<file path="src/rtl/exc_ctrl_pkg.sv">
// -----------------------------------------------------------------------------
// exc_pkg
// Shared types and constants for the exception/interrupt sequencer.
//   state_e  : sequencer states (RUN -> ENTER -> HANDLER -> LEAVE -> RUN)
//   EXC_*    : CP0 cause codes written to exc_code_o
// -----------------------------------------------------------------------------
package exc_pkg;

    typedef enum logic [1:0] {
        ST_RUN     = 2'd0,
        ST_ENTER   = 2'd1,
        ST_HANDLER = 2'd2,
        ST_LEAVE   = 2'd3
    } state_e;

    localparam logic [4:0] EXC_INT = 5'd0;
    localparam logic [4:0] EXC_SYS = 5'd8;
    localparam logic [4:0] EXC_BRK = 5'd9;
    localparam logic [4:0] EXC_RI  = 5'd10;
    localparam logic [4:0] EXC_OV  = 5'd12;

    // Synchronous-exception cause in priority order: ri > ov > sys > brk.
    // Falls through to the interrupt code when no synchronous flag is set.
    function automatic logic [4:0] sync_cause(input logic ri, input logic ov,
                                              input logic sys, input logic brk);
        logic [4:0] code;
        code = EXC_INT;
        if (ri)       code = EXC_RI;
        else if (ov)  code = EXC_OV;
        else if (sys) code = EXC_SYS;
        else if (brk) code = EXC_BRK;
        return code;
    endfunction

endpackage

</file>
<file path="src/rtl/exc_ctrl_int_latch.sv">
// -----------------------------------------------------------------------------
// int_latch
// Rising-edge detector, pending register and lowest-index priority encoder for
// the external interrupt lines.
// Ports:
//   clk, rst_n   : clock, asynchronous active-low reset
//   int_i        : raw interrupt request levels
//   mask_i       : 1 = line enabled (gates both latching and selection)
//   clr_i        : one-hot clear of the line being taken this cycle
//   pending_o    : latched pending lines
//   valid_o      : some pending line is also enabled
//   idx_o        : lowest enabled pending index (valid only with valid_o)
// -----------------------------------------------------------------------------
module int_latch #(
    parameter  int NUM_INT = 6,
    localparam int IDX_W   = (NUM_INT > 1) ? $clog2(NUM_INT) : 1
) (
    input  logic               clk,
    input  logic               rst_n,
    input  logic [NUM_INT-1:0] int_i,
    input  logic [NUM_INT-1:0] mask_i,
    input  logic [NUM_INT-1:0] clr_i,
    output logic [NUM_INT-1:0] pending_o,
    output logic               valid_o,
    output logic [IDX_W-1:0]   idx_o
);

    logic [NUM_INT-1:0] r_int_prev;
    logic [NUM_INT-1:0] r_pending;
    logic [NUM_INT-1:0] w_rise;
    logic [NUM_INT-1:0] w_req;
    logic [IDX_W-1:0]   w_idx;

    // An edge on a masked line is dropped, not deferred.
    assign w_rise = int_i & ~r_int_prev & mask_i;
    assign w_req  = r_pending & mask_i;

    always_ff @(posedge clk or negedge rst_n) begin
        if (!rst_n) begin
            r_int_prev <= '0;
            r_pending  <= '0;
        end else begin
            r_int_prev <= int_i;
            // A fresh edge on the line being cleared re-arms it.
            r_pending  <= (r_pending & ~clr_i) | w_rise;
        end
    end

    // Scan downward so the lowest set index is the final assignment.
    always_comb begin
        w_idx = '0;
        for (int i = NUM_INT - 1; i >= 0; i--) begin
            if (w_req[i]) w_idx = IDX_W'(i);
        end
    end

    assign pending_o = r_pending;
    assign valid_o   = |w_req;
    assign idx_o     = w_idx;

endmodule

</file>
<file path="src/rtl/exc_ctrl.sv">
// -----------------------------------------------------------------------------
// exc_ctrl
// Exception/interrupt sequencer in front of CP0. Picks the highest-priority
// synchronous exception or enabled interrupt, then walks RUN -> ENTER ->
// HANDLER; an eret in HANDLER walks LEAVE -> RUN.
// Ports:
//   clk, rst_n          : clock, asynchronous active-low reset
//   pc_i                : PC of the instruction in EX (captured as EPC)
//   int_i, int_mask_i   : interrupt levels and enables
//   ex_ri/ov/sys/brk_i  : synchronous exception flags for pc_i
//   eret_i              : eret in EX
//   handler_pc_i, epc_i : redirect targets for entry / return
//   exl_set_o/clear_o   : one-cycle CP0 EXL strobes (ENTER / LEAVE)
//   epc_pc_o            : PC to store into EPC
//   redirect_o/_pc_o    : one-cycle PC-mux override and target
//   flush_o             : one-cycle IF/ID/EX flush
//   exc_code_o          : cause code of the last exception taken
//   in_handler_o        : shadow of CP0 EXL
//   int_pending_o       : latched pending interrupts
//   err_o               : sticky protocol error (eret in RUN, exception in HANDLER)
//   dbg_state_o         : current sequencer state
// -----------------------------------------------------------------------------
module exc_ctrl
    import exc_pkg::*;
#(
    parameter int NUM_INT = 6,
    parameter int PC_W    = 32
) (
    input  logic               clk,
    input  logic               rst_n,
    input  logic [PC_W-1:0]    pc_i,
    input  logic [NUM_INT-1:0] int_i,
    input  logic [NUM_INT-1:0] int_mask_i,
    input  logic               ex_ri_i,
    input  logic               ex_ov_i,
    input  logic               ex_sys_i,
    input  logic               ex_brk_i,
    input  logic               eret_i,
    input  logic [PC_W-1:0]    handler_pc_i,
    input  logic [PC_W-1:0]    epc_i,
    output logic               exl_set_o,
    output logic               exl_clear_o,
    output logic [PC_W-1:0]    epc_pc_o,
    output logic               redirect_o,
    output logic [PC_W-1:0]    redirect_pc_o,
    output logic               flush_o,
    output logic [4:0]         exc_code_o,
    output logic               in_handler_o,
    output logic [NUM_INT-1:0] int_pending_o,
    output logic               err_o,
    output logic [1:0]         dbg_state_o
);

    localparam int IDX_W = (NUM_INT > 1) ? $clog2(NUM_INT) : 1;

    state_e             r_state;
    logic               r_exl_set;
    logic               r_exl_clear;
    logic               r_redirect;
    logic               r_flush;
    logic [PC_W-1:0]    r_epc_pc;
    logic [4:0]         r_exc_code;
    logic               r_in_handler;
    logic               r_err;

    logic               w_sync_req;
    logic               w_int_valid;
    logic [IDX_W-1:0]   w_int_idx;
    logic               w_take_int;
    logic [NUM_INT-1:0] w_int_clr;
    logic [4:0]         w_cause;
    logic [PC_W-1:0]    w_redirect_pc;

    assign w_sync_req = ex_ri_i | ex_ov_i | ex_sys_i | ex_brk_i;
    assign w_cause    = sync_cause(ex_ri_i, ex_ov_i, ex_sys_i, ex_brk_i);

    // An interrupt is taken only in RUN and only when no synchronous
    // exception outranks it; only then is its pending bit consumed.
    assign w_take_int = (r_state == ST_RUN) && !w_sync_req && w_int_valid;
    assign w_int_clr  = w_take_int ? (NUM_INT'(1) << w_int_idx) : '0;

    int_latch #(
        .NUM_INT (NUM_INT)
    ) u_int_latch (
        .clk       (clk),
        .rst_n     (rst_n),
        .int_i     (int_i),
        .mask_i    (int_mask_i),
        .clr_i     (w_int_clr),
        .pending_o (int_pending_o),
        .valid_o   (w_int_valid),
        .idx_o     (w_int_idx)
    );

    // Single FSM block; strobes are registered so they assert exactly in
    // the ENTER / LEAVE cycle and drop at once on reset.
    always_ff @(posedge clk or negedge rst_n) begin
        if (!rst_n) begin
            r_state      <= ST_RUN;
            r_exl_set    <= 1'b0;
            r_exl_clear  <= 1'b0;
            r_redirect   <= 1'b0;
            r_flush      <= 1'b0;
            r_epc_pc     <= '0;
            r_exc_code   <= EXC_INT;
            r_in_handler <= 1'b0;
            r_err        <= 1'b0;
        end else begin
            r_exl_set   <= 1'b0;
            r_exl_clear <= 1'b0;
            r_redirect  <= 1'b0;
            r_flush     <= 1'b0;
            case (r_state)
                ST_RUN: begin
                    if (w_sync_req || w_int_valid) begin
                        r_epc_pc   <= pc_i;
                        r_exc_code <= w_cause;
                        r_exl_set  <= 1'b1;
                        r_redirect <= 1'b1;
                        r_flush    <= 1'b1;
                        r_state    <= ST_ENTER;
                    end
                    // eret outside a handler has nothing to return from.
                    if (eret_i) r_err <= 1'b1;
                end
                ST_ENTER: begin
                    r_in_handler <= 1'b1;
                    r_state      <= ST_HANDLER;
                end
                ST_HANDLER: begin
                    // No nesting: a synchronous exception here is a fault.
                    if (w_sync_req) r_err <= 1'b1;
                    if (eret_i) begin
                        r_exl_clear <= 1'b1;
                        r_redirect  <= 1'b1;
                        r_flush     <= 1'b1;
                        r_state     <= ST_LEAVE;
                    end
                end
                ST_LEAVE: begin
                    r_in_handler <= 1'b0;
                    r_state      <= ST_RUN;
                end
                default: r_state <= ST_RUN;
            endcase
        end
    end

    // Target is decoded from state; epc_i must be read during LEAVE,
    // before CP0 clears EPC on the closing edge.
    always_comb begin
        w_redirect_pc = '0;
        case (r_state)
            ST_ENTER: w_redirect_pc = handler_pc_i;
            ST_LEAVE: w_redirect_pc = epc_i;
            default:  w_redirect_pc = '0;
        endcase
    end

    assign exl_set_o     = r_exl_set;
    assign exl_clear_o   = r_exl_clear;
    assign redirect_o    = r_redirect;
    assign flush_o       = r_flush;
    assign redirect_pc_o = w_redirect_pc;
    assign epc_pc_o      = r_epc_pc;
    assign exc_code_o    = r_exc_code;
    assign in_handler_o  = r_in_handler;
    assign err_o         = r_err;
    assign dbg_state_o   = r_state;

endmodule

</file>
<file path="config.mk">
export PLATFORM = sky130hd
export DESIGN_NAME = exc_ctrl
export DESIGN_NICKNAME = d
export VERILOG_FILES = /design/src/rtl/exc_ctrl_pkg.sv /design/src/rtl/exc_ctrl_int_latch.sv /design/src/rtl/exc_ctrl.sv
export SDC_FILE = /design/constraint.sdc
export NUM_CORES = 1
export LEC_CHECK = 0
export CORE_MARGIN = 2
export CORE_UTILIZATION = 38
export CTS_BUF_LIST = sky130_fd_sc_hd__clkbuf_8
export DETAILED_ROUTE_END_ITERATION = 16
export PLACE_DENSITY = 0.92
export SLEW_MARGIN = 20
export SYNTH_ARGS = -nofsm -noshare
export SYNTH_HDL_FRONTEND = slang
export SYNTH_SLANG_ARGS = --single-unit
</file>
<file path="constraint.sdc">
create_clock -name clk -period 4.3 [get_ports clk]
set_input_delay 0.43 -clock clk [delete_from_list [all_inputs] [get_ports clk]]
set_output_delay 0.43 -clock clk [all_outputs]
set_load 0.02 [all_outputs]
</file>
Word-level counts from Yosys, hierarchy flattened
Index checks and enable logic that the tools add are counted.

word-level totals
  register bits = 56
  output and inout port bits = 83
  word-level logic and storage cells = 63

operators by class
  eq/ne operators = 7
  shift operators = 1
  multiplexer cells = 24
  bitwise logic cells = 10
  reductions and logical operators = 11

operators with widths
  operator                                                                  number
  32-bit case mux with 2 select lines                                       1
  6-bit AND                                                                 4
  3-bit 2-to-1 mux                                                          6
  4-bit 2-to-1 mux                                                          3
  6-bit inverter                                                            2
  2-bit case mux with 4 select lines                                        1
  1-bit 2-to-1 mux                                                          6
  6-bit 2-to-1 mux                                                          1
  2-bit inequality test (second input constant)                             3
  6-bit OR                                                                  1
  1-bit case mux with 2 select lines                                        3
  6-bit OR reduction                                                        1
  1-bit by 3-bit << shifter with 6-bit output (first input constant)        1
  5-bit 2-to-1 mux                                                          1
  2-bit equality test (second input constant)                               2
  2-bit 2-to-1 mux                                                          2
  2-bit AND reduction                                                       2
  2-bit nonzero test                                                        2
  1-bit OR                                                                  3
  3-bit AND reduction                                                       1
  2-bit by 1-bit equality test with 1-bit output (second input constant)    1
  1-bit logical AND                                                         2
  2-bit logical NOT                                                         1
  2-bit by 1-bit inequality test with 1-bit output (second input constant)  1
  2 further kinds                                                           2

Logic depth before layout (Yosys ltp)
  depth after elaboration = 12
  gate-level depth with buffers = 7

Hierarchy
A second synthesis with hierarchy kept.

unflattened totals
  cells, all modules = 204
  area, all modules = 2558.7 um^2

by module, submodules not included
  module     times used  cells each  area each (um^2)  seq. area each (um^2)
  exc_ctrl   1           161         2090.8            1076.0
  int_latch  1           43          467.9             300.3

Worst setup path after synthesis
No wires, ideal clock.

  path kind = reg2reg
  from = register r_state[0], in the netlist dbg_state_o[0]
  to = register r_state[1], in the netlist dbg_state_o[1]
  setup time = 125 ps
  arrival time = 1927 ps
  required time = 4175 ps
  path slack = 2248 ps
  stages on the path, launching flop included = 8
  buffers on the path = 1
  period minus slack after synthesis = 2052 ps
  cell sequence = dfrtp_1 -> inv_1 -> ha_1 -> clkbuf_1 -> and2_1 -> and3_1 -> a41oi_1 -> mux2_2

on the way
  longest elaborated chain between the ends = 3
  elaborated cells on any way between the ends = 8

ends and longest elaborated chain
  element                                                                                              RTL line         RTL
  start: declaration                                                                                   exc_ctrl.sv:56   state_e r_state;
  start signal: assignment                                                                             exc_ctrl.sv:99   r_state <= ST_RUN;
  start signal: assignment                                                                             exc_ctrl.sv:121  r_state <= ST_ENTER;
  start signal: assignment                                                                             exc_ctrl.sv:128  r_state <= ST_HANDLER;
  2-bit equality test or 2-bit logical NOT (tied branches)                                             exc_ctrl.sv:113  case (r_state)
  2-bit inequality test (no line) or 2-bit by 1-bit inequality test with 1-bit output (tied branches)  --
  2-bit AND reduction (no line)                                                                        --

Parallel ways exist; a longest one is shown, timed or not.
A chain may end at the register's enable or synchronous reset.

Worst setup path in the final report
  from = register r_state[1], in the netlist dbg_state_o[1]
  to = output port redirect_pc_o[9]

on the way
  longest elaborated chain between the ends = 2
  elaborated cells on any way between the ends = 3

ends and longest elaborated chain
  element                                                                                RTL line         RTL
  2-bit equality test or 2-bit by 1-bit equality test with 1-bit output (tied branches)  exc_ctrl.sv:153  case (r_state)
  32-bit case mux with 2 select lines (*)                                                exc_ctrl.sv:153
  end: declaration                                                                       exc_ctrl.sv:45   output logic [PC_W-1:0] redirect_pc_o,

Every way passes the cells marked *; elsewhere a longest branch is shown, timed or not.

==> results.tsv <==
stage	metric	value	unit
cells_and_area	seqCellArea	1376	µm²
sta	worst_slew_pin_slew	678.3	ps
worst_setup_path	r2r_start	dbg_state_o[0]$_DFFE_PN0P_	
placed_design	placed_area	4606	µm²
cts	cts_tree	yes	
power	p_leak	0.002014	µW
floorplan	fp.dieW	86.98	µm
sta	hold_violations	0	
worst_setup_path	cpMaxStageDelayCell	clkdlybuf4s50_1	
worst_setup_path	rr_worst_depth	6	
worst_hold_path	hold_class	in2async	
cells_and_area	nets	511	
cts	clockBufferDepth	2	
worst_setup_path	critPathMaxFanout	33	
sta	fin_ws	1586	ps
synth	synth.net_count	320	
cts	cts_resized	0	
floorplan	core	6719	µm²
synth	synthTopCellsByCount	dfrtp_1, a22o_1, mux2_4	
cells_and_area	multi_input_area	1136	µm²
placed_design	place.gp.congestion	0.7435	
run_status	status	finished clean	
sta	fin_crit_sh	63.12	%
floorplan	design.die.area	7565	µm²
detailed_routing	drt-initial-drc-count	56	
detailed_routing	vias	2372	
detailed_routing	wire_per_inst	17.14	µm
cells_and_area	layout-drive-gt1-share	11.96	%
worst_setup_path	arrival	2280	ps
cts	cts_buffers	5	
synth	syn_inst	201	
power	peakVddDrop	0.3992	mV
job	cap_violations	0	
global_route	grt_overflow	0	
placed_design	place_worst_setup_slack	1574	ps
detailed_routing	vias_per_cell	5.015	
synth	synth_top_area_share	52.61	%
worst_setup_path	cp.required	3870	ps
cts	clkTransAtPathRegs	100	ps
cells_and_area	diodes	0	
synth	synthFlopType	dfrtp_1	
worst_setup_path	cp-start-kind	flop	
synth	seq_area_frac_synth	52.61	%
global_route	grt_util_all_layers	19.81	%
worst_setup_path	crit_chain	inv_1 -> ha_2 -> a22o_1 -> clkdlybuf4s50_1	
synth	avgSynthCellArea	13.02	µm²
power	p_per_area	684.2	nW/µm²
synth	yosys_warnings	0	
cts	cts_root_buffer	clkbuf_8	
detailed_routing	ant_nets	0	
floorplan	initial_utilization	38.94	%
sta	finalSetupTns	0	ps
global_route	grt_max_degree	56	
placed_design	dp_hpwl	6344	µm
synth	synth_top_cell_by_area	dfrtp_1	
sta	clock_skew	7.210	ps
sta	max_freq	368.4	MHz
detailed_routing	drt-total-wl	8106	µm
sta	rsz0062_at_grt	false	
cts	cts_setup_buffers	0	
worst_setup_path	worst-r2r-setup-slack	2190	ps
cts	clock_latency	300	ps
sta	slew_viol_final	0	
worst_setup_path	path_class	reg2out	
floorplan	fp-row-count	30	
sta	relSlewSlack	54.78	%
synth	ys_ff_latch	55	
worst_setup_path	cpPeakStageDelay	620	ps
floorplan	io_pins	198	
cts	cts_num_sinks	55	
placed_design	port_buffers	196	
synth	yosys-top-cells-area	dfrtp_1, mux2_4, a22o_1	
worst_setup_path	regToRegEndpoint	dbg_state_o[1]$_DFFE_PN0P_	
global_route	antenna_found_initial	0	
synth	synthArstFlopShare	100.0	%
cells_and_area	nFillCells	490	
global_route	grt_pass1_wl	11730	µm
detailed_routing	firstDrtPassIters	4	
cts	htreeDepth	2	
synth	syn-cell-area	2616	µm²
floorplan	die_h	86.98	µm
worst_setup_path	cp-end-kind	output pin	
cells_and_area	synthToLayoutAreaGrowth	81.30	%
synth	yosysMostFrequentCell	dfrtp_1	
global_route	grt_pass1_vias	2312	
synth	synth_edf_count	0	
cts	cts-hold-fix-buffers	0	
cells_and_area	finalInstanceArea	4743	µm²
detailed_routing	drc	0	
synth	yosys.cell_types.count	35	
sta	period_needed	2714	ps
sta	setup_viol_count_final	0	
critical path, delay by kind of cell (launching register included):
kind            cells  cell delay, ps
compound gates      1             250
flops               1             430
buf+inv             2             710
fa+ha+maj           1             580
layer usage:
metal / vias to the layer above / GRT usage (%) / routed length [µm]
met2: 80 / 33.59 / 4106
met3: 7 / 4.171 / 436
li1: 1109 / - / -
met1: 1176 / 26.73 / 3511
met4: 0 / 2.841 / 51
met5: - / 0 / 0
registers in the layout, summed over array words and instances, names as in the netlist:
name / flops
exc_code_o: 4
u_int_latch.pending_o: 6
exl_set_o: 1
u_int_latch.r_int_prev: 6
in_handler_o: 1
err_o: 1
exl_clear_o: 1
dbg_state_o: 2
flush_o: 1
epc_pc_o: 32
kinds of logic (layout without fill, tap and decap cells):
logic type / after synthesis / after routing / synth area share (%)
and+or+nand+nor: 39 / 39 / 7.796
DFF: 55 / 55 / 52.61
adders and majority gates: 4 / 4 / 1.913
muxes: 34 / 34 / 17.46
AOI/OAI and AO/OA: 47 / 47 / 15.93
other: 1 / 1 / 0.1433
buffers and inverters: 21 / 213 / 4.161
placed cells by master (no fill, tap or decap), drive strengths merged, types with 2 or more instances in the layout:
| cell | Yosys | layout |
|---|---|---|
| a21oi | 2 | 2 |
| a22o | 33 | 33 |
| a32o | 4 | 4 |
| and2 | 2 | 2 |
| buf | 5 | 3 |
| bufinv | 0 | 2 |
| clkbuf | 9 | 5 |
| clkdlybuf4s50 | 0 | 195 |
| dfrtp | 55 | 55 |
| ha | 4 | 4 |
| inv | 7 | 8 |
| mux2 | 33 | 33 |
| nand2 | 18 | 18 |
| nand2b | 3 | 3 |
| nand3 | 5 | 5 |
| nand3b | 4 | 4 |
| nor2 | 2 | 2 |
| o21ai | 2 | 2 |
| o31ai | 2 | 2 |
report_power, final:
part	switching [µW]	leakage, µW	internal, µW
clock network	162	0.0000695	230
logic	935	0.00131	1080
registers	114	0.000630	723
total	1210	0.00201	2030
area by class of cell:
| cell class | count | area share, % |
|---|---|---|
| Clock inverter | 3 | 1.345 |
| Sequential cell | 55 | 29.02 |
| Multi-Input combinational cell | 125 | 23.95 |
| Tap cell | 80 | 2.110 |
| Inverter | 7 | 0.5539 |
| Clock buffer | 5 | 1.451 |
| Timing Repair Buffer | 198 | 41.57 |
how the worst max path moves through the flow:
stage / from / endpoint / slack, ps / cells after the start
3_5_place_dp: dbg_state_o[1]$_DFFE_PN0P_ / redirect_pc_o[9] / 1570 / 4
2_1_floorplan: dbg_state_o[0]$_DFFE_PN0P_ / dbg_state_o[1]$_DFFE_PN0P_ / 2250 / 7
5_1_grt: dbg_state_o[1]$_DFFE_PN0P_ / redirect_pc_o[16] / 1490 / 4
3_3_place_gp: dbg_state_o[1]$_DFFE_PN0P_ / redirect_pc_o[25] / 1680 / 4
6_report: dbg_state_o[1]$_DFFE_PN0P_ / redirect_pc_o[9] / 1590 / 4
4_1_cts: dbg_state_o[1]$_DFFE_PN0P_ / redirect_pc_o[9] / 1220 / 4
stage by stage:
step	total power [µW]	utilization, %	instances	hold WS, ps
2_1_floorplan	1981	-	201	134.4
3_3_place_gp	2813	68.55	465	448.5
3_5_place_dp	2866	68.55	465	455.7
4_1_cts	3273	70.52	473	267.0
5_1_grt	3409	70.60	473	298.4
6_report	3245	70.60	473	254.0
(Power assumes the default switching activity.)
